`src/rtl/control_sequencer_pkg.sv`:
```
// control_sequencer_pkg: shared types for the hardwired control unit and the DataPath.
//   Holds the FSM step encoding, instruction opcodes, ALU operation codes,
//   instruction classes and the packed strobe bundle driven each cycle.
package control_sequencer_pkg;

   localparam int unsigned INSTR_W    = 32;
   localparam int unsigned OPCODE_W   = 5;
   localparam int unsigned OPCODE_LSB = INSTR_W - OPCODE_W;
   localparam int unsigned ALU_OP_W   = 5;

   // Sequencer steps; HALT is left only through clear
   typedef enum logic [3:0] {
      ST_T0, ST_T1, ST_T2, ST_T3, ST_T4, ST_T5, ST_T6, ST_T7, ST_HALT
   } state_e;

   // IR[31:27] opcode values; anything not listed is illegal
   typedef enum logic [OPCODE_W-1:0] {
      OP_LD   = 5'b00000, OP_LDI  = 5'b00001, OP_ST   = 5'b00010, OP_ADD  = 5'b00011,
      OP_BR   = 5'b00100, OP_SUB  = 5'b00101, OP_AND  = 5'b00110, OP_OR   = 5'b00111,
      OP_SHR  = 5'b01000, OP_SHL  = 5'b01001, OP_ADDI = 5'b01010, OP_ANDI = 5'b01011,
      OP_ORI  = 5'b01100, OP_MUL  = 5'b01101, OP_DIV  = 5'b01110, OP_NEG  = 5'b01111,
      OP_NOT  = 5'b10000, OP_JR   = 5'b10001, OP_MFHI = 5'b10011, OP_MFLO = 5'b10100,
      OP_NOP  = 5'b10101, OP_HALT = 5'b10110
   } opcode_e;

   // ALU select; ALU_NONE is driven whenever no ALU step is active
   typedef enum logic [ALU_OP_W-1:0] {
      ALU_NONE = 5'd0,  ALU_ADD = 5'd1, ALU_SUB = 5'd2, ALU_AND = 5'd3,
      ALU_OR   = 5'd4,  ALU_SHR = 5'd5, ALU_SHL = 5'd6, ALU_MUL = 5'd7,
      ALU_DIV  = 5'd8,  ALU_NEG = 5'd9, ALU_NOT = 5'd10
   } alu_op_e;

   // Execute-sequence families sharing one T3..T7 pattern
   typedef enum logic [3:0] {
      CLS_LD, CLS_LDI, CLS_ST, CLS_ALU_R, CLS_ALU_I, CLS_BR, CLS_MULDIV,
      CLS_UNARY, CLS_JR, CLS_MFHI, CLS_MFLO, CLS_NOP, CLS_HALT, CLS_ILLEGAL
   } instr_class_e;

   // All single-bit DataPath strobes of one step
   typedef struct packed {
      logic pc_out;   logic mar_in;    logic inc_pc;    logic z_in;
      logic pc_in;    logic mdr_in;    logic ir_in;     logic mdr_out;
      logic gra;      logic grb;       logic grc;       logic ba_out;
      logic r_in;     logic r_out;     logic y_in;      logic y_out;
      logic c_out;    logic zlow_out;  logic zhigh_out; logic hi_in;
      logic hi_out;   logic lo_in;     logic lo_out;    logic con_in;
      logic ram_read; logic ram_write; logic change_pc;
   } strobes_t;

endpackage

```
`src/rtl/control_sequencer_if.sv`:
```
// control_sequencer_if: sequencer <-> DataPath/RAM bundle.
//   Inputs to the sequencer: instruction (IR), CON, mem_ready.
//   Outputs from the sequencer: DataPath strobes, ram_read/ram_write/change_PC,
//   alu_op, run, illegal_op, mem_error.
//   master = control sequencer, slave = DataPath side.
interface control_sequencer_if;
   import control_sequencer_pkg::*;

   logic [INSTR_W-1:0]  instruction;
   logic                CON;
   logic                mem_ready;

   logic PCout, MARin, IncPC, Zin, PCin, MDRin, IRin, MDRout;
   logic Gra, Grb, Grc, BAout, Rin, Rout, Yin, Yout, Cout;
   logic Zlowout, Zhighout, HIin, HIout, LOin, LOout, CONin;
   logic ram_read, ram_write, change_PC;
   logic [ALU_OP_W-1:0] alu_op;
   logic run, illegal_op, mem_error;

   modport master (
      input  instruction, CON, mem_ready,
      output PCout, MARin, IncPC, Zin, PCin, MDRin, IRin, MDRout,
             Gra, Grb, Grc, BAout, Rin, Rout, Yin, Yout, Cout,
             Zlowout, Zhighout, HIin, HIout, LOin, LOout, CONin,
             ram_read, ram_write, change_PC, alu_op, run, illegal_op, mem_error
   );

   modport slave (
      output instruction, CON, mem_ready,
      input  PCout, MARin, IncPC, Zin, PCin, MDRin, IRin, MDRout,
             Gra, Grb, Grc, BAout, Rin, Rout, Yin, Yout, Cout,
             Zlowout, Zhighout, HIin, HIout, LOin, LOout, CONin,
             ram_read, ram_write, change_PC, alu_op, run, illegal_op, mem_error
   );
endinterface

```
`src/rtl/control_sequencer_opcode_decode.sv`:
```
// control_sequencer_opcode_decode: combinational opcode decode.
//   opcode        in   5  IR[31:27]
//   instr_class_c out     execute-sequence family
//   alu_op_c      out  5  ALU operation used by that instruction's ALU step
module control_sequencer_opcode_decode
   import control_sequencer_pkg::*;
(
   input  logic [OPCODE_W-1:0] opcode,
   output instr_class_e        instr_class_c,
   output alu_op_e             alu_op_c
);

   always_comb begin
      instr_class_c = CLS_ILLEGAL;
      alu_op_c      = ALU_NONE;
      case (opcode)
         OP_LD:   begin instr_class_c = CLS_LD;     alu_op_c = ALU_ADD; end
         OP_LDI:  begin instr_class_c = CLS_LDI;    alu_op_c = ALU_ADD; end
         OP_ST:   begin instr_class_c = CLS_ST;     alu_op_c = ALU_ADD; end
         OP_ADD:  begin instr_class_c = CLS_ALU_R;  alu_op_c = ALU_ADD; end
         OP_SUB:  begin instr_class_c = CLS_ALU_R;  alu_op_c = ALU_SUB; end
         OP_AND:  begin instr_class_c = CLS_ALU_R;  alu_op_c = ALU_AND; end
         OP_OR:   begin instr_class_c = CLS_ALU_R;  alu_op_c = ALU_OR;  end
         OP_SHR:  begin instr_class_c = CLS_ALU_R;  alu_op_c = ALU_SHR; end
         OP_SHL:  begin instr_class_c = CLS_ALU_R;  alu_op_c = ALU_SHL; end
         OP_ADDI: begin instr_class_c = CLS_ALU_I;  alu_op_c = ALU_ADD; end
         OP_ANDI: begin instr_class_c = CLS_ALU_I;  alu_op_c = ALU_AND; end
         OP_ORI:  begin instr_class_c = CLS_ALU_I;  alu_op_c = ALU_OR;  end
         OP_BR:   begin instr_class_c = CLS_BR;     alu_op_c = ALU_ADD; end
         OP_MUL:  begin instr_class_c = CLS_MULDIV; alu_op_c = ALU_MUL; end
         OP_DIV:  begin instr_class_c = CLS_MULDIV; alu_op_c = ALU_DIV; end
         OP_NEG:  begin instr_class_c = CLS_UNARY;  alu_op_c = ALU_NEG; end
         OP_NOT:  begin instr_class_c = CLS_UNARY;  alu_op_c = ALU_NOT; end
         OP_JR:   instr_class_c = CLS_JR;
         OP_MFHI: instr_class_c = CLS_MFHI;
         OP_MFLO: instr_class_c = CLS_MFLO;
         OP_NOP:  instr_class_c = CLS_NOP;
         OP_HALT: instr_class_c = CLS_HALT;
         default: ;
      endcase
   end

endmodule

```
`src/rtl/control_sequencer.sv`:
```
// control_sequencer: hardwired control unit running fetch (T0-T2) and a
//   per-opcode execute sequence (T3-T7) so the DataPath runs programs from RAM.
//   clock   in  system clock, rising edge
//   clear   in  synchronous active-high reset (returns to T0, clears mem_error)
//   bus     master side of control_sequencer_if (IR/CON/mem_ready in; strobes,
//           alu_op, run, illegal_op, mem_error out)
//   TIMEOUT_CYCLES  mem_ready wait limit, effective only with CTRL_MEM_TIMEOUT_EN.
//   Build option CTRL_MEM_TIMEOUT_EN: memory steps time out into HALT and set
//   sticky mem_error; without it memory steps wait forever and mem_error is 0.
module control_sequencer
   import control_sequencer_pkg::*;
#(
   parameter int unsigned TIMEOUT_CYCLES = 64
)
(
   input  logic                 clock,
   input  logic                 clear,
   control_sequencer_if.master  bus
);

   state_e       state_q, state_d;
   instr_class_e instr_class_c;
   alu_op_e      dec_alu_op_c;
   alu_op_e      alu_c;
   strobes_t     stb_c;
   logic         illegal_c, run_c, mem_step_c, timeout_c, mem_error_c;
   logic         unused_ir;

   assign unused_ir = ^bus.instruction[OPCODE_LSB-1:0];

   control_sequencer_opcode_decode u_decode (
      .opcode        (bus.instruction[INSTR_W-1 -: OPCODE_W]),
      .instr_class_c (instr_class_c),
      .alu_op_c      (dec_alu_op_c)
   );

   // Steps that wait on mem_ready
   assign mem_step_c = (state_q == ST_T1)
                    || (state_q == ST_T6 && instr_class_c == CLS_LD)
                    || (state_q == ST_T7 && instr_class_c == CLS_ST);

`ifdef CTRL_MEM_TIMEOUT_EN
   localparam int unsigned TMO_W = (TIMEOUT_CYCLES > 2) ? $clog2(TIMEOUT_CYCLES) : 1;

   logic [TMO_W-1:0] tmo_cnt_q;
   logic             mem_error_q;

   // Cycles spent in the current memory step without mem_ready
   always_ff @(posedge clock) begin
      if (clear)
         tmo_cnt_q <= '0;
      else if (mem_step_c && !bus.mem_ready && !timeout_c)
         tmo_cnt_q <= tmo_cnt_q + TMO_W'(1);
      else
         tmo_cnt_q <= '0;
   end

   assign timeout_c = mem_step_c && !bus.mem_ready
                   && (tmo_cnt_q == TMO_W'(TIMEOUT_CYCLES - 1));

   // Sticky until clear
   always_ff @(posedge clock) begin
      if (clear)
         mem_error_q <= 1'b0;
      else if (timeout_c)
         mem_error_q <= 1'b1;
   end

   assign mem_error_c = mem_error_q;
`else
   logic unused_timeout;
   assign unused_timeout = ^32'(TIMEOUT_CYCLES);
   assign timeout_c      = 1'b0;
   assign mem_error_c    = 1'b0;
`endif

   // State register
   always_ff @(posedge clock) begin
      if (clear)
         state_q <= ST_T0;
      else
         state_q <= state_d;
   end

   // Next state and strobe decode of (state, class, CON)
   always_comb begin
      state_d   = state_q;
      stb_c     = '0;
      alu_c     = ALU_NONE;
      illegal_c = 1'b0;
      run_c     = 1'b1;
      case (state_q)
         ST_T0: begin
            stb_c.pc_out = 1'b1; stb_c.mar_in = 1'b1; stb_c.inc_pc = 1'b1; stb_c.z_in = 1'b1;
            state_d = ST_T1;
         end
         ST_T1: begin
            stb_c.zlow_out = 1'b1; stb_c.pc_in = 1'b1; stb_c.ram_read = 1'b1; stb_c.mdr_in = 1'b1;
            if (timeout_c)          state_d = ST_HALT;
            else if (bus.mem_ready) state_d = ST_T2;
         end
         ST_T2: begin
            stb_c.mdr_out = 1'b1; stb_c.ir_in = 1'b1;
            state_d = ST_T3;
         end
         ST_T3: begin
            state_d = ST_T4;
            case (instr_class_c)
               CLS_ALU_R, CLS_ALU_I: begin stb_c.grb = 1'b1; stb_c.r_out = 1'b1; stb_c.y_in = 1'b1; end
               CLS_LDI, CLS_LD, CLS_ST: begin stb_c.grb = 1'b1; stb_c.ba_out = 1'b1; stb_c.y_in = 1'b1; end
               CLS_BR:     begin stb_c.gra = 1'b1; stb_c.r_out = 1'b1; stb_c.con_in = 1'b1; end
               CLS_MULDIV: begin stb_c.gra = 1'b1; stb_c.r_out = 1'b1; stb_c.y_in = 1'b1; end
               CLS_UNARY: begin
                  stb_c.grb = 1'b1; stb_c.r_out = 1'b1; stb_c.z_in = 1'b1; alu_c = dec_alu_op_c;
               end
               CLS_JR: begin
                  stb_c.gra = 1'b1; stb_c.r_out = 1'b1; stb_c.pc_in = 1'b1; state_d = ST_T0;
               end
               CLS_MFHI: begin
                  stb_c.hi_out = 1'b1; stb_c.gra = 1'b1; stb_c.r_in = 1'b1; state_d = ST_T0;
               end
               CLS_MFLO: begin
                  stb_c.lo_out = 1'b1; stb_c.gra = 1'b1; stb_c.r_in = 1'b1; state_d = ST_T0;
               end
               CLS_HALT: state_d = ST_HALT;
               CLS_NOP:  state_d = ST_T0;
               default: begin illegal_c = 1'b1; state_d = ST_T0; end
            endcase
         end
         ST_T4: begin
            state_d = ST_T5;
            case (instr_class_c)
               CLS_ALU_R: begin
                  stb_c.grc = 1'b1; stb_c.r_out = 1'b1; stb_c.z_in = 1'b1; alu_c = dec_alu_op_c;
               end
               CLS_ALU_I, CLS_LDI, CLS_LD, CLS_ST: begin
                  stb_c.c_out = 1'b1; stb_c.z_in = 1'b1; alu_c = dec_alu_op_c;
               end
               CLS_BR: begin stb_c.pc_out = 1'b1; stb_c.y_in = 1'b1; end
               CLS_MULDIV: begin
                  stb_c.grb = 1'b1; stb_c.r_out = 1'b1; stb_c.z_in = 1'b1; alu_c = dec_alu_op_c;
               end
               CLS_UNARY: begin
                  stb_c.zlow_out = 1'b1; stb_c.gra = 1'b1; stb_c.r_in = 1'b1; state_d = ST_T0;
               end
               default: state_d = ST_T0;
            endcase
         end
         ST_T5: begin
            state_d = ST_T6;
            case (instr_class_c)
               CLS_ALU_R, CLS_ALU_I, CLS_LDI: begin
                  stb_c.zlow_out = 1'b1; stb_c.gra = 1'b1; stb_c.r_in = 1'b1; state_d = ST_T0;
               end
               CLS_LD, CLS_ST: begin stb_c.zlow_out = 1'b1; stb_c.mar_in = 1'b1; end
               CLS_BR: begin stb_c.c_out = 1'b1; stb_c.z_in = 1'b1; alu_c = dec_alu_op_c; end
               CLS_MULDIV: begin stb_c.zlow_out = 1'b1; stb_c.lo_in = 1'b1; end
               default: state_d = ST_T0;
            endcase
         end
         ST_T6: begin
            state_d = ST_T0;
            case (instr_class_c)
               CLS_LD: begin
                  stb_c.ram_read = 1'b1; stb_c.mdr_in = 1'b1;
                  if (timeout_c)          state_d = ST_HALT;
                  else if (bus.mem_ready) state_d = ST_T7;
                  else                    state_d = ST_T6;
               end
               CLS_ST: begin
                  stb_c.gra = 1'b1; stb_c.r_out = 1'b1; stb_c.mdr_in = 1'b1; state_d = ST_T7;
               end
               CLS_BR: begin
                  // Branch taken only when the condition flop is set
                  stb_c.zlow_out  = 1'b1;
                  stb_c.pc_in     = bus.CON;
                  stb_c.change_pc = bus.CON;
               end
               CLS_MULDIV: begin stb_c.zhigh_out = 1'b1; stb_c.hi_in = 1'b1; end
               default: ;
            endcase
         end
         ST_T7: begin
            state_d = ST_T0;
            case (instr_class_c)
               CLS_LD: begin stb_c.mdr_out = 1'b1; stb_c.gra = 1'b1; stb_c.r_in = 1'b1; end
               CLS_ST: begin
                  stb_c.ram_write = 1'b1;
                  if (timeout_c)           state_d = ST_HALT;
                  else if (!bus.mem_ready) state_d = ST_T7;
               end
               default: ;
            endcase
         end
         ST_HALT: run_c = 1'b0;
         default: state_d = ST_T0;
      endcase

      // Everything reads 0 while clear is held
      if (clear) begin
         stb_c     = '0;
         alu_c     = ALU_NONE;
         illegal_c = 1'b0;
         run_c     = 1'b0;
      end
   end

   assign bus.PCout      = stb_c.pc_out;
   assign bus.MARin      = stb_c.mar_in;
   assign bus.IncPC      = stb_c.inc_pc;
   assign bus.Zin        = stb_c.z_in;
   assign bus.PCin       = stb_c.pc_in;
   assign bus.MDRin      = stb_c.mdr_in;
   assign bus.IRin       = stb_c.ir_in;
   assign bus.MDRout     = stb_c.mdr_out;
   assign bus.Gra        = stb_c.gra;
   assign bus.Grb        = stb_c.grb;
   assign bus.Grc        = stb_c.grc;
   assign bus.BAout      = stb_c.ba_out;
   assign bus.Rin        = stb_c.r_in;
   assign bus.Rout       = stb_c.r_out;
   assign bus.Yin        = stb_c.y_in;
   assign bus.Yout       = stb_c.y_out;
   assign bus.Cout       = stb_c.c_out;
   assign bus.Zlowout    = stb_c.zlow_out;
   assign bus.Zhighout   = stb_c.zhigh_out;
   assign bus.HIin       = stb_c.hi_in;
   assign bus.HIout      = stb_c.hi_out;
   assign bus.LOin       = stb_c.lo_in;
   assign bus.LOout      = stb_c.lo_out;
   assign bus.CONin      = stb_c.con_in;
   assign bus.ram_read   = stb_c.ram_read;
   assign bus.ram_write  = stb_c.ram_write;
   assign bus.change_PC  = stb_c.change_pc;
   assign bus.alu_op     = alu_c;
   assign bus.run        = run_c;
   assign bus.illegal_op = illegal_c;
   assign bus.mem_error  = mem_error_c & ~clear;

endmodule
```
`src/flat_wrapper.sv`:
```
// flat-port wrapper written by rule: the top's interface ports become plain ports
module control_sequencer_flat import control_sequencer_pkg::*;
#(
   parameter int unsigned TIMEOUT_CYCLES = 64
)
  (clock, clear, bus_instruction, bus_CON, bus_mem_ready, bus_PCout, bus_MARin, bus_IncPC, bus_Zin, bus_PCin, bus_MDRin, bus_IRin, bus_MDRout, bus_Gra, bus_Grb, bus_Grc, bus_BAout, bus_Rin, bus_Rout, bus_Yin, bus_Yout, bus_Cout, bus_Zlowout, bus_Zhighout, bus_HIin, bus_HIout, bus_LOin, bus_LOout, bus_CONin, bus_ram_read, bus_ram_write, bus_change_PC, bus_alu_op, bus_run, bus_illegal_op, bus_mem_error);
  control_sequencer_if bus_i ();
  input  logic clock;
  input  logic clear;
  input wire logic [$bits(bus_i.instruction)-1:0] bus_instruction;
  input wire logic [$bits(bus_i.CON)-1:0] bus_CON;
  input wire logic [$bits(bus_i.mem_ready)-1:0] bus_mem_ready;
  output wire logic [$bits(bus_i.PCout)-1:0] bus_PCout;
  output wire logic [$bits(bus_i.MARin)-1:0] bus_MARin;
  output wire logic [$bits(bus_i.IncPC)-1:0] bus_IncPC;
  output wire logic [$bits(bus_i.Zin)-1:0] bus_Zin;
  output wire logic [$bits(bus_i.PCin)-1:0] bus_PCin;
  output wire logic [$bits(bus_i.MDRin)-1:0] bus_MDRin;
  output wire logic [$bits(bus_i.IRin)-1:0] bus_IRin;
  output wire logic [$bits(bus_i.MDRout)-1:0] bus_MDRout;
  output wire logic [$bits(bus_i.Gra)-1:0] bus_Gra;
  output wire logic [$bits(bus_i.Grb)-1:0] bus_Grb;
  output wire logic [$bits(bus_i.Grc)-1:0] bus_Grc;
  output wire logic [$bits(bus_i.BAout)-1:0] bus_BAout;
  output wire logic [$bits(bus_i.Rin)-1:0] bus_Rin;
  output wire logic [$bits(bus_i.Rout)-1:0] bus_Rout;
  output wire logic [$bits(bus_i.Yin)-1:0] bus_Yin;
  output wire logic [$bits(bus_i.Yout)-1:0] bus_Yout;
  output wire logic [$bits(bus_i.Cout)-1:0] bus_Cout;
  output wire logic [$bits(bus_i.Zlowout)-1:0] bus_Zlowout;
  output wire logic [$bits(bus_i.Zhighout)-1:0] bus_Zhighout;
  output wire logic [$bits(bus_i.HIin)-1:0] bus_HIin;
  output wire logic [$bits(bus_i.HIout)-1:0] bus_HIout;
  output wire logic [$bits(bus_i.LOin)-1:0] bus_LOin;
  output wire logic [$bits(bus_i.LOout)-1:0] bus_LOout;
  output wire logic [$bits(bus_i.CONin)-1:0] bus_CONin;
  output wire logic [$bits(bus_i.ram_read)-1:0] bus_ram_read;
  output wire logic [$bits(bus_i.ram_write)-1:0] bus_ram_write;
  output wire logic [$bits(bus_i.change_PC)-1:0] bus_change_PC;
  output wire logic [$bits(bus_i.alu_op)-1:0] bus_alu_op;
  output wire logic [$bits(bus_i.run)-1:0] bus_run;
  output wire logic [$bits(bus_i.illegal_op)-1:0] bus_illegal_op;
  output wire logic [$bits(bus_i.mem_error)-1:0] bus_mem_error;
  assign bus_i.instruction = bus_instruction;
  assign bus_i.CON = bus_CON;
  assign bus_i.mem_ready = bus_mem_ready;
  assign bus_PCout = bus_i.PCout;
  assign bus_MARin = bus_i.MARin;
  assign bus_IncPC = bus_i.IncPC;
  assign bus_Zin = bus_i.Zin;
  assign bus_PCin = bus_i.PCin;
  assign bus_MDRin = bus_i.MDRin;
  assign bus_IRin = bus_i.IRin;
  assign bus_MDRout = bus_i.MDRout;
  assign bus_Gra = bus_i.Gra;
  assign bus_Grb = bus_i.Grb;
  assign bus_Grc = bus_i.Grc;
  assign bus_BAout = bus_i.BAout;
  assign bus_Rin = bus_i.Rin;
  assign bus_Rout = bus_i.Rout;
  assign bus_Yin = bus_i.Yin;
  assign bus_Yout = bus_i.Yout;
  assign bus_Cout = bus_i.Cout;
  assign bus_Zlowout = bus_i.Zlowout;
  assign bus_Zhighout = bus_i.Zhighout;
  assign bus_HIin = bus_i.HIin;
  assign bus_HIout = bus_i.HIout;
  assign bus_LOin = bus_i.LOin;
  assign bus_LOout = bus_i.LOout;
  assign bus_CONin = bus_i.CONin;
  assign bus_ram_read = bus_i.ram_read;
  assign bus_ram_write = bus_i.ram_write;
  assign bus_change_PC = bus_i.change_PC;
  assign bus_alu_op = bus_i.alu_op;
  assign bus_run = bus_i.run;
  assign bus_illegal_op = bus_i.illegal_op;
  assign bus_mem_error = bus_i.mem_error;
  control_sequencer #(.TIMEOUT_CYCLES(TIMEOUT_CYCLES)) u_core (.clock(clock), .clear(clear), .bus(bus_i));
endmodule
```
`config.mk`:
```
export PLATFORM = sky130hd
export DESIGN_NAME = control_sequencer_flat
export DESIGN_NICKNAME = d
export VERILOG_FILES = /design/src/rtl/control_sequencer_pkg.sv /design/src/rtl/control_sequencer_if.sv /design/src/rtl/control_sequencer_opcode_decode.sv /design/src/rtl/control_sequencer.sv /design/src/flat_wrapper.sv
export SDC_FILE = /design/constraint.sdc
export NUM_CORES = 1
export LEC_CHECK = 0
export CELL_PAD_IN_SITES_DETAIL_PLACEMENT = 0
export CELL_PAD_IN_SITES_GLOBAL_PLACEMENT = 2
export CORE_UTILIZATION = 19
export CTS_CLUSTER_DIAMETER = 60
export DETAILED_ROUTE_END_ITERATION = 12
export GPL_TIMING_DRIVEN = 0
export PLACE_DENSITY_LB_ADDON = 0.1
export SYNTH_ARGS = -nofsm -noshare
export SYNTH_HDL_FRONTEND = slang
export SYNTH_SLANG_ARGS = --single-unit
export TNS_END_PERCENT = 10
```
`constraint.sdc`:
```
create_clock -name clock -period 3.2 [get_ports clock]
set_input_delay 0.64 -clock clock [delete_from_list [all_inputs] [get_ports clock]]
set_output_delay 0.64 -clock clock [all_outputs]
set_load 0.01 [all_outputs]
```
==> flow_metrics.py, run 1 <==
metrics = {
    "synthesis": {
        "yosysWarnings": 0,
        "synth_xor_area_frac": 0.0146,
        "ys_seq_elements": 4,
        "synth.distinct_cells": 47,
        "syn_area_um2": 1200,
        "ys_async_sr_fraction": 0,
        "netlist_instances": 198,
        "yosys-top-cells-area": "a21oi_1, dfxtp_1, nand2_1",
        "yosys.area_share.simple": 0.472,
        "synth_edf_count": 0,
        "syn-mean-instance-area_um2": 6.08,
        "synthFlopType": "dfxtp_1",
        "synth_top_cell_area_share": 0.0873,
        "synth_top_family_by_area": "simple AND/OR/NAND/NOR gates",
        "synth-compound-area-share": 0.310,
        "yosys.area_share.adder": 0,
        "yosys.area.top_type": "a21oi_1",
        "muxShareOfSynthArea": 0.0166,
        "ys_seq_area_frac": 0.0665,
    },
    "clocking": {
        "cts_buffer_depth": 2,
        "htree_levels": 1,
        "clk_latency_ns": 0.21,
        "root_buffer": "clkbuf_8",
        "path_clk_slew_ns": 0.03,
        "cts_sinks": 4,
        "cts_tree": "built",
        "ctsHoldBuffers": 0,
        "cts_buffers": 3,
    },
    "global_routing": {
        "antenna_found_initial": 0,
        "gr-total-overflow": 0,
        "grt_pass1_wl_mm": 8.32,
        "first_global_vias": 1577,
        "grt_max_degree": 11,
        "grt_util_all_layers": 0.165,
    },
    "worst_setup_path": {
        "worst_setup_path_end_kind": "output port",
        "r2r-start": "u_core.state_q[3]",
        "start_kind": "input port",
        "crit_required_ns": 2.56,
        "critPathLaunch": "bus_instruction[27]",
        "crit_arrival_ns": 2.48,
        "critical_path_class": "input port to output port",
        "r2r_setup_slack_ns": 1.27,
        "critPathMaxFanout": 10,
    },
    "sta": {
        "fin_crit_ns": 3.12,
        "hold_violations": 0,
        "slew-limit-headroom": 0.599,
        "rsz0062_at_grt": "yes",
        "worst_slew_pin_slew_ns": 0.602,
        "setup_slack_ns": 0.0754,
        "whs_ns": 0.965,
        "fin_crit_sh": 0.976,
        "fmax_ghz": 0.320,
        "clock_skew_ns": 0.00236,
        "finalSetupViolations": 0,
        "finalMaxSlewViolations": 0,
    },
    "pwr": {
        "p_per_area_nw_per_um2": 178,
        "p_leak_nw": 0.740,
        "vdd_drop_max_uv": 279,
    },
    "placement": {
        "dp_slack_ns": -0.764,
        "hpwl_mm": 4.03,
        "gp_congestion": 0.834,
        "port_buffers": 38,
        "dp_cells": 313,
        "dpl_cell_area_um2": 1690,
    },
    "layout": {
        "top_regs": "u_core.state_q (4)",
        "syn2layout_area_growth_pct": 56.1,
        "nFillCells": 715,
        "multi_input_area_um2": 1110,
        "drive_gt1_frac": 0.234,
        "ff_latch_area_um2": 80.1,
        "stdcell_count": 319,
        "diodes": 0,
        "regMostFlops": "u_core.state_q",
        "nNetsFinal": 282,
        "largest_reg_flops": 4,
        "finish.utilization": 0.312,
        "finalInstanceArea_um2": 1880,
    },
    "flow_run": {
        "maxCapViolCount": 0,
    },
    "die": {
        "die_h_um": 81.6,
        "die_w_um": 81.6,
        "ioPinCount": 71,
        "start_util": 0.200,
        "rows": 28,
        "core_area_um2": 6030,
        "die-area_um2": 6660,
    },
    "routing": {
        "via_per_inst": 5.10,
        "totalWireLength_mm": 5.24,
        "wl_per_cell_um": 16.4,
        "drt_iter0_markers": 159,
        "drc": 0,
        "num_vias": 1626,
        "firstDrtPassIters": 4,
        "ant_nets": 0,
    },
    "hold_path": {
        "hold_path.class": "flip-flop to flip-flop",
        "hold_start": "u_core.state_q[2]",
    },
    "run_status": {
        "status": "finished clean",
    },
}
synthesized netlist by cell type, types with 2 or more instances:
master	count
nand2_1	21
nor3_2	2
a311oi_1	2
nor2_1	19
a211oi_1	4
nand3_1	7
nand2b_1	8
o21ai_0	9
nor2b_1	7
dfxtp_1	4
nor3_1	10
xor2_1	2
mux2i_1	2
buf_4	4
or3_1	7
a21oi_1	21
clkbuf_1	13
o31ai_1	3
or4b_4	2
nand3b_1	2
buf_2	5
a31oi_1	5
nor4_1	8
o22ai_1	2
inv_1	6
a21o_1	2
worst max-delay path, stage by stage:
cell and delay [ns]:
clkdlybuf4s50_1 0.44, buf_6 0.16, buf_4 0.17, nor3_4 0.24
nand3_2 0.13, a21oi_2 0.15, a21oi_1 0.09, a311oi_2 0.27
buf_2 0.18
power by group:
group | switching (W) | internal [W] | leakage (nW)
logic | 0.000104 | 0.0000690 | 0.685
clock network | 0.0000224 | 0.0000798 | 0.0216
registers | 0.00000586 | 0.0000531 | 0.0328
metal layers:
layer  vias up  GRT usage  part of all wire
li1        815          -                 -
met1       749      0.240              0.50
met2        56      0.254              0.43
met3         6     0.0200             0.052
met4         0     0.0404             0.018
met5         -          0                 0
stage by stage:
| step | power [W] | setup TNS, ns |
|---|---|---|
| 2_1_floorplan | 0.000158 | 0 |
| 3_5_place_dp | 0.000220 | -11.20 |
| 3_3_place_gp | 0.000225 | -12.18 |
| 4_1_cts | 0.000331 | -0.0701 |
| 6_report | 0.000334 | 0 |
| 5_1_grt | 0.000360 | -0.0328 |
path summary, 6_finish.rpt:
check	endpoint	depth (start not counted)
worst max register to register	u_core.state_q[0]	6
worst min-delay path	u_core.state_q[1]	4
worst min register to register	u_core.state_q[1]	4
worst max-delay path	bus_Gra	9
layout make-up:
class                      count  area share
multi-input combinational    166       0.591
tap                           75      0.0499
inverter                       6      0.0120
buffer                        24      0.0786
clock buffer                   3      0.0220
timing repair buffer          41       0.204
sequential                     4      0.0426
cells by family after synthesis:
group,count (synthesis)
XOR/XNOR,2
multiplexers,2
AND/OR/NAND/NOR,101
AO/OA/AOI/OAI,58
flip-flops,4
buffers and inverters,30
other,1
placed cells by master (no fill, tap or decap), types with 3 or more instances in the layout:
master,Yosys,routed
nor2b_1,7,7
nor4_1,8,8
a21oi_1,21,19
clkdlybuf4s50_1,0,16
nand3_1,7,5
buf_4,4,10
nor2_1,19,18
dlygate4sd2_1,0,8
nand2_1,21,20
inv_1,6,6
dfxtp_1,4,4
nor3_1,10,8
o31ai_1,3,3
o21ai_0,9,9
clkbuf_8,0,3
buf_2,5,9
nand2b_1,8,7
conb_1,1,3
a31oi_1,5,5
or3_1,7,5
clkbuf_1,13,8
buf_6,1,3
dlymetal6s2s_1,0,6
what timing repair did:
action | 4_1_cts | 5_1_grt
hold endpoints to repair | 0 | 0
setup endpoints to repair | 28 | 21
setup buffers | 2 | 1
gates resized for setup | 63 | 22
pin swaps | 6 | 6
No activity file was read; power rests on OpenSTA's default activity.
==> run 2: changes to the inputs <==
--- a/config.mk
+++ b/config.mk
@@ -5,12 +5,12 @@
 export SDC_FILE = /design/constraint.sdc
 export NUM_CORES = 1
 export LEC_CHECK = 0
+export CAP_MARGIN = 40
 export CELL_PAD_IN_SITES_DETAIL_PLACEMENT = 0
 export CELL_PAD_IN_SITES_GLOBAL_PLACEMENT = 2
 export CORE_UTILIZATION = 19
 export CTS_CLUSTER_DIAMETER = 60
 export DETAILED_ROUTE_END_ITERATION = 12
-export GPL_TIMING_DRIVEN = 0
 export PLACE_DENSITY_LB_ADDON = 0.1
 export SYNTH_ARGS = -nofsm -noshare
 export SYNTH_HDL_FRONTEND = slang
==> constraint.sdc (replaced) <==
create_clock -name clock -period 3.2 [get_ports clock]
set_input_delay 0.64 -clock clock [delete_from_list [all_inputs] [get_ports clock]]
set_output_delay 0.64 -clock clock [all_outputs]
set_load 0.1 [all_outputs]
==> run 2 against run 1 <==
Against the previous run:
- combinational power up 88%
- routed wire length hardly changed
- clock-buffer cell count is the same
- critical path depth is 1 lower
- cell count grew 8.5%
- flip-flop and latch count is the same
- sequential share of layout area fell by 1.1 points
- global-route usage is 0.48 points lower
- maximum frequency fell by 1.5%
- final area is 36% higher
==> flow_metrics.py, run 2 (synthesized netlist as in run 1, its figures left out) <==
metrics = {
    "die": {
        "start_util": 0.200,
        "die-area_um2": 6660,
        "rows": 28,
        "ioPinCount": 71,
        "die_w_um": 81.6,
        "die_h_um": 81.6,
        "core_area_um2": 6030,
    },
    "pwr": {
        "vdd_drop_max_uv": 346,
        "p_switching_w": 0.000236,
        "p_leak_nw": 0.938,
        "switching_share": 0.484,
        "pwr-share-comb": 0.662,
        "p_per_area_nw_per_um2": 191,
        "sequentialPowerShare": 0.133,
        "p_clk_frac": 0.205,
        "p_int_w": 0.000252,
    },
    "worst_setup_path": {
        "cp_top_family": "simple AND/OR/NAND/NOR gates",
        "r2r_setup_slack_ns": 1.24,
        "r2r_end": "u_core.state_q[2]",
        "path_cells": "clkdlybuf4s50_1, buf_6, or3_4, nor3_2, nor3_2, a31o_4, nor3_4, buf_12",
        "crit_end": "bus_alu_op[2]",
        "start_kind": "input port",
        "slowest_stage": "clkdlybuf4s50_1",
        "crit_required_ns": 2.56,
        "critical_path_class": "input port to output port",
        "slowest_delay_ns": 0.41,
        "ff2ff_path_depth": 6,
        "cp.depth": 8,
        "worst_setup_path_end_kind": "output port",
        "critPathBufInv": 3,
        "critPathLaunch": "bus_instruction[27]",
        "r2r-start": "u_core.state_q[0]",
        "crit_arrival_ns": 2.53,
        "cp_common_cell": "nor3_2",
        "critPathMaxFanout": 11,
    },
    "layout": {
        "final_common_cell": "buf_4",
        "nFillCells": 630,
        "largest_reg_flops": 4,
        "nNetsFinal": 309,
        "diodes": 0,
        "syn2layout_area_growth_pct": 112,
        "layout_common_cells": "buf_4, buf_12, nand2_1",
        "finish.utilization": 0.424,
        "regMostFlops": "u_core.state_q",
        "stdcell_count": 346,
        "top_regs": "u_core.state_q (4)",
        "drive_gt1_frac": 0.469,
    },
    "sta": {
        "fmax_ghz": 0.315,
        "rsz0062_at_grt": "yes",
        "finalMaxSlewViolations": 0,
        "worst_slew_pin_slew_ns": 0.639,
        "slew-limit-headroom": 0.573,
        "fin_crit_ns": 3.17,
        "clock_skew_ns": 0.00181,
        "finalSetupViolations": 0,
        "setup_tns_ns": 0,
        "whs_ns": 0.686,
        "hold_violations": 0,
        "fin_crit_sh": 0.991,
    },
    "clocking": {
        "htree_levels": 1,
        "ctsHoldBuffers": 0,
        "cts_buffer_depth": 2,
        "path_clk_slew_ns": 0.03,
        "cts_buffers": 3,
        "cts_sinks": 4,
        "cts_tree": "built",
        "clk_latency_ns": 0.21,
        "root_buffer": "clkbuf_8",
    },
    "routing": {
        "drt_iter0_markers": 127,
        "ant_nets": 0,
        "drc": 0,
        "via_per_inst": 5.08,
        "wl_per_cell_um": 15.1,
        "num_vias": 1759,
        "firstDrtPassIters": 4,
        "totalWireLength_mm": 5.24,
    },
    "hold_path": {
        "hold_path_depth": 3,
        "hold_path.class": "flip-flop to flip-flop",
    },
    "global_routing": {
        "first_global_vias": 1684,
        "grt_pass1_wl_mm": 8.29,
        "gr-total-overflow": 0,
        "antenna_found_initial": 0,
        "grt_util_all_layers": 0.160,
        "grt_max_degree": 27,
    },
    "placement": {
        "port_buffers": 40,
        "hpwl_mm": 4.08,
        "dp_cells": 337,
        "gp_congestion": 0.826,
    },
    "run_status": {
        "status": "finished clean",
    },
    "flow_run": {
        "maxCapViolCount": 0,
    },
}
==> run 2: layer usage <==
| layer | vias to the layer above | wire length [um] | GRT usage |
|---|---|---|---|
| li1 | 867 | - | - |
| met3 | 8 | 269 | 0.0189 |
| met4 | 0 | 85 | 0.0351 |
| met5 | - | 0 | 0 |
| met2 | 70 | 2360 | 0.241 |
| met1 | 814 | 2520 | 0.240 |
==> run 2: worst min-delay path by stage <==
stage,to,from,slack [ns]
after global routing,u_core.state_q[3],u_core.state_q[2],0.73
after global placement,u_core.state_q[3],u_core.state_q[2],0.66
after floorplan,u_core.state_q[1],u_core.state_q[2],0.78
final,u_core.state_q[3],u_core.state_q[2],0.69
after detailed placement,u_core.state_q[3],u_core.state_q[2],0.67
after CTS,u_core.state_q[3],u_core.state_q[2],0.68
==> run 2: cell type report <==
type                       instances  area [um2]  area share
sequential                         4        80.1      0.0313
timing repair buffer              92        1130       0.441
clock buffer                       3        41.3      0.0161
multi-input combinational        166        1190       0.466
inverter                           6        22.5     0.00881
tap                               75        93.8      0.0367
==> run 2: what timing repair did <==
action / CTS / global route
gates cloned: 2 / 0
resized for setup: 27 / 5
pin swaps: 6 / 4
endpoints found under the setup margin: 10 / 8
setup buffers: 3 / 1
==> run 2: power groups by stage <==
| stage | clock network [W] | registers [W] | logic [W] |
|---|---|---|---|
| after global placement | 0 | 0.0000645 | 0.000304 |
| after floorplan | 0 | 0.0000580 | 0.000198 |
| after global routing | 0.000107 | 0.0000661 | 0.000340 |
| after detailed placement | 0 | 0.0000651 | 0.000304 |
| final | 0.000100 | 0.0000650 | 0.000323 |
| after CTS | 0.000103 | 0.0000643 | 0.000321 |
==> run 2: stage by stage <==
step                total power [W]  cell area, um2  worst slack, ns
floorplan                  0.000256            1290           -0.775
global placement           0.000368            2330           -0.200
detailed placement         0.000370            2330           -0.191
CTS                        0.000489            2540          -0.0150
global route               0.000513            2560          -0.0449
finish                     0.000489            2560           0.0287
==> run 2: worst min-delay path: cells and delay by family, from the launching register on <==
family          cells  cell delay (ns)
compound gates      1             0.14
flops               1             0.36
simple gates        2             0.14
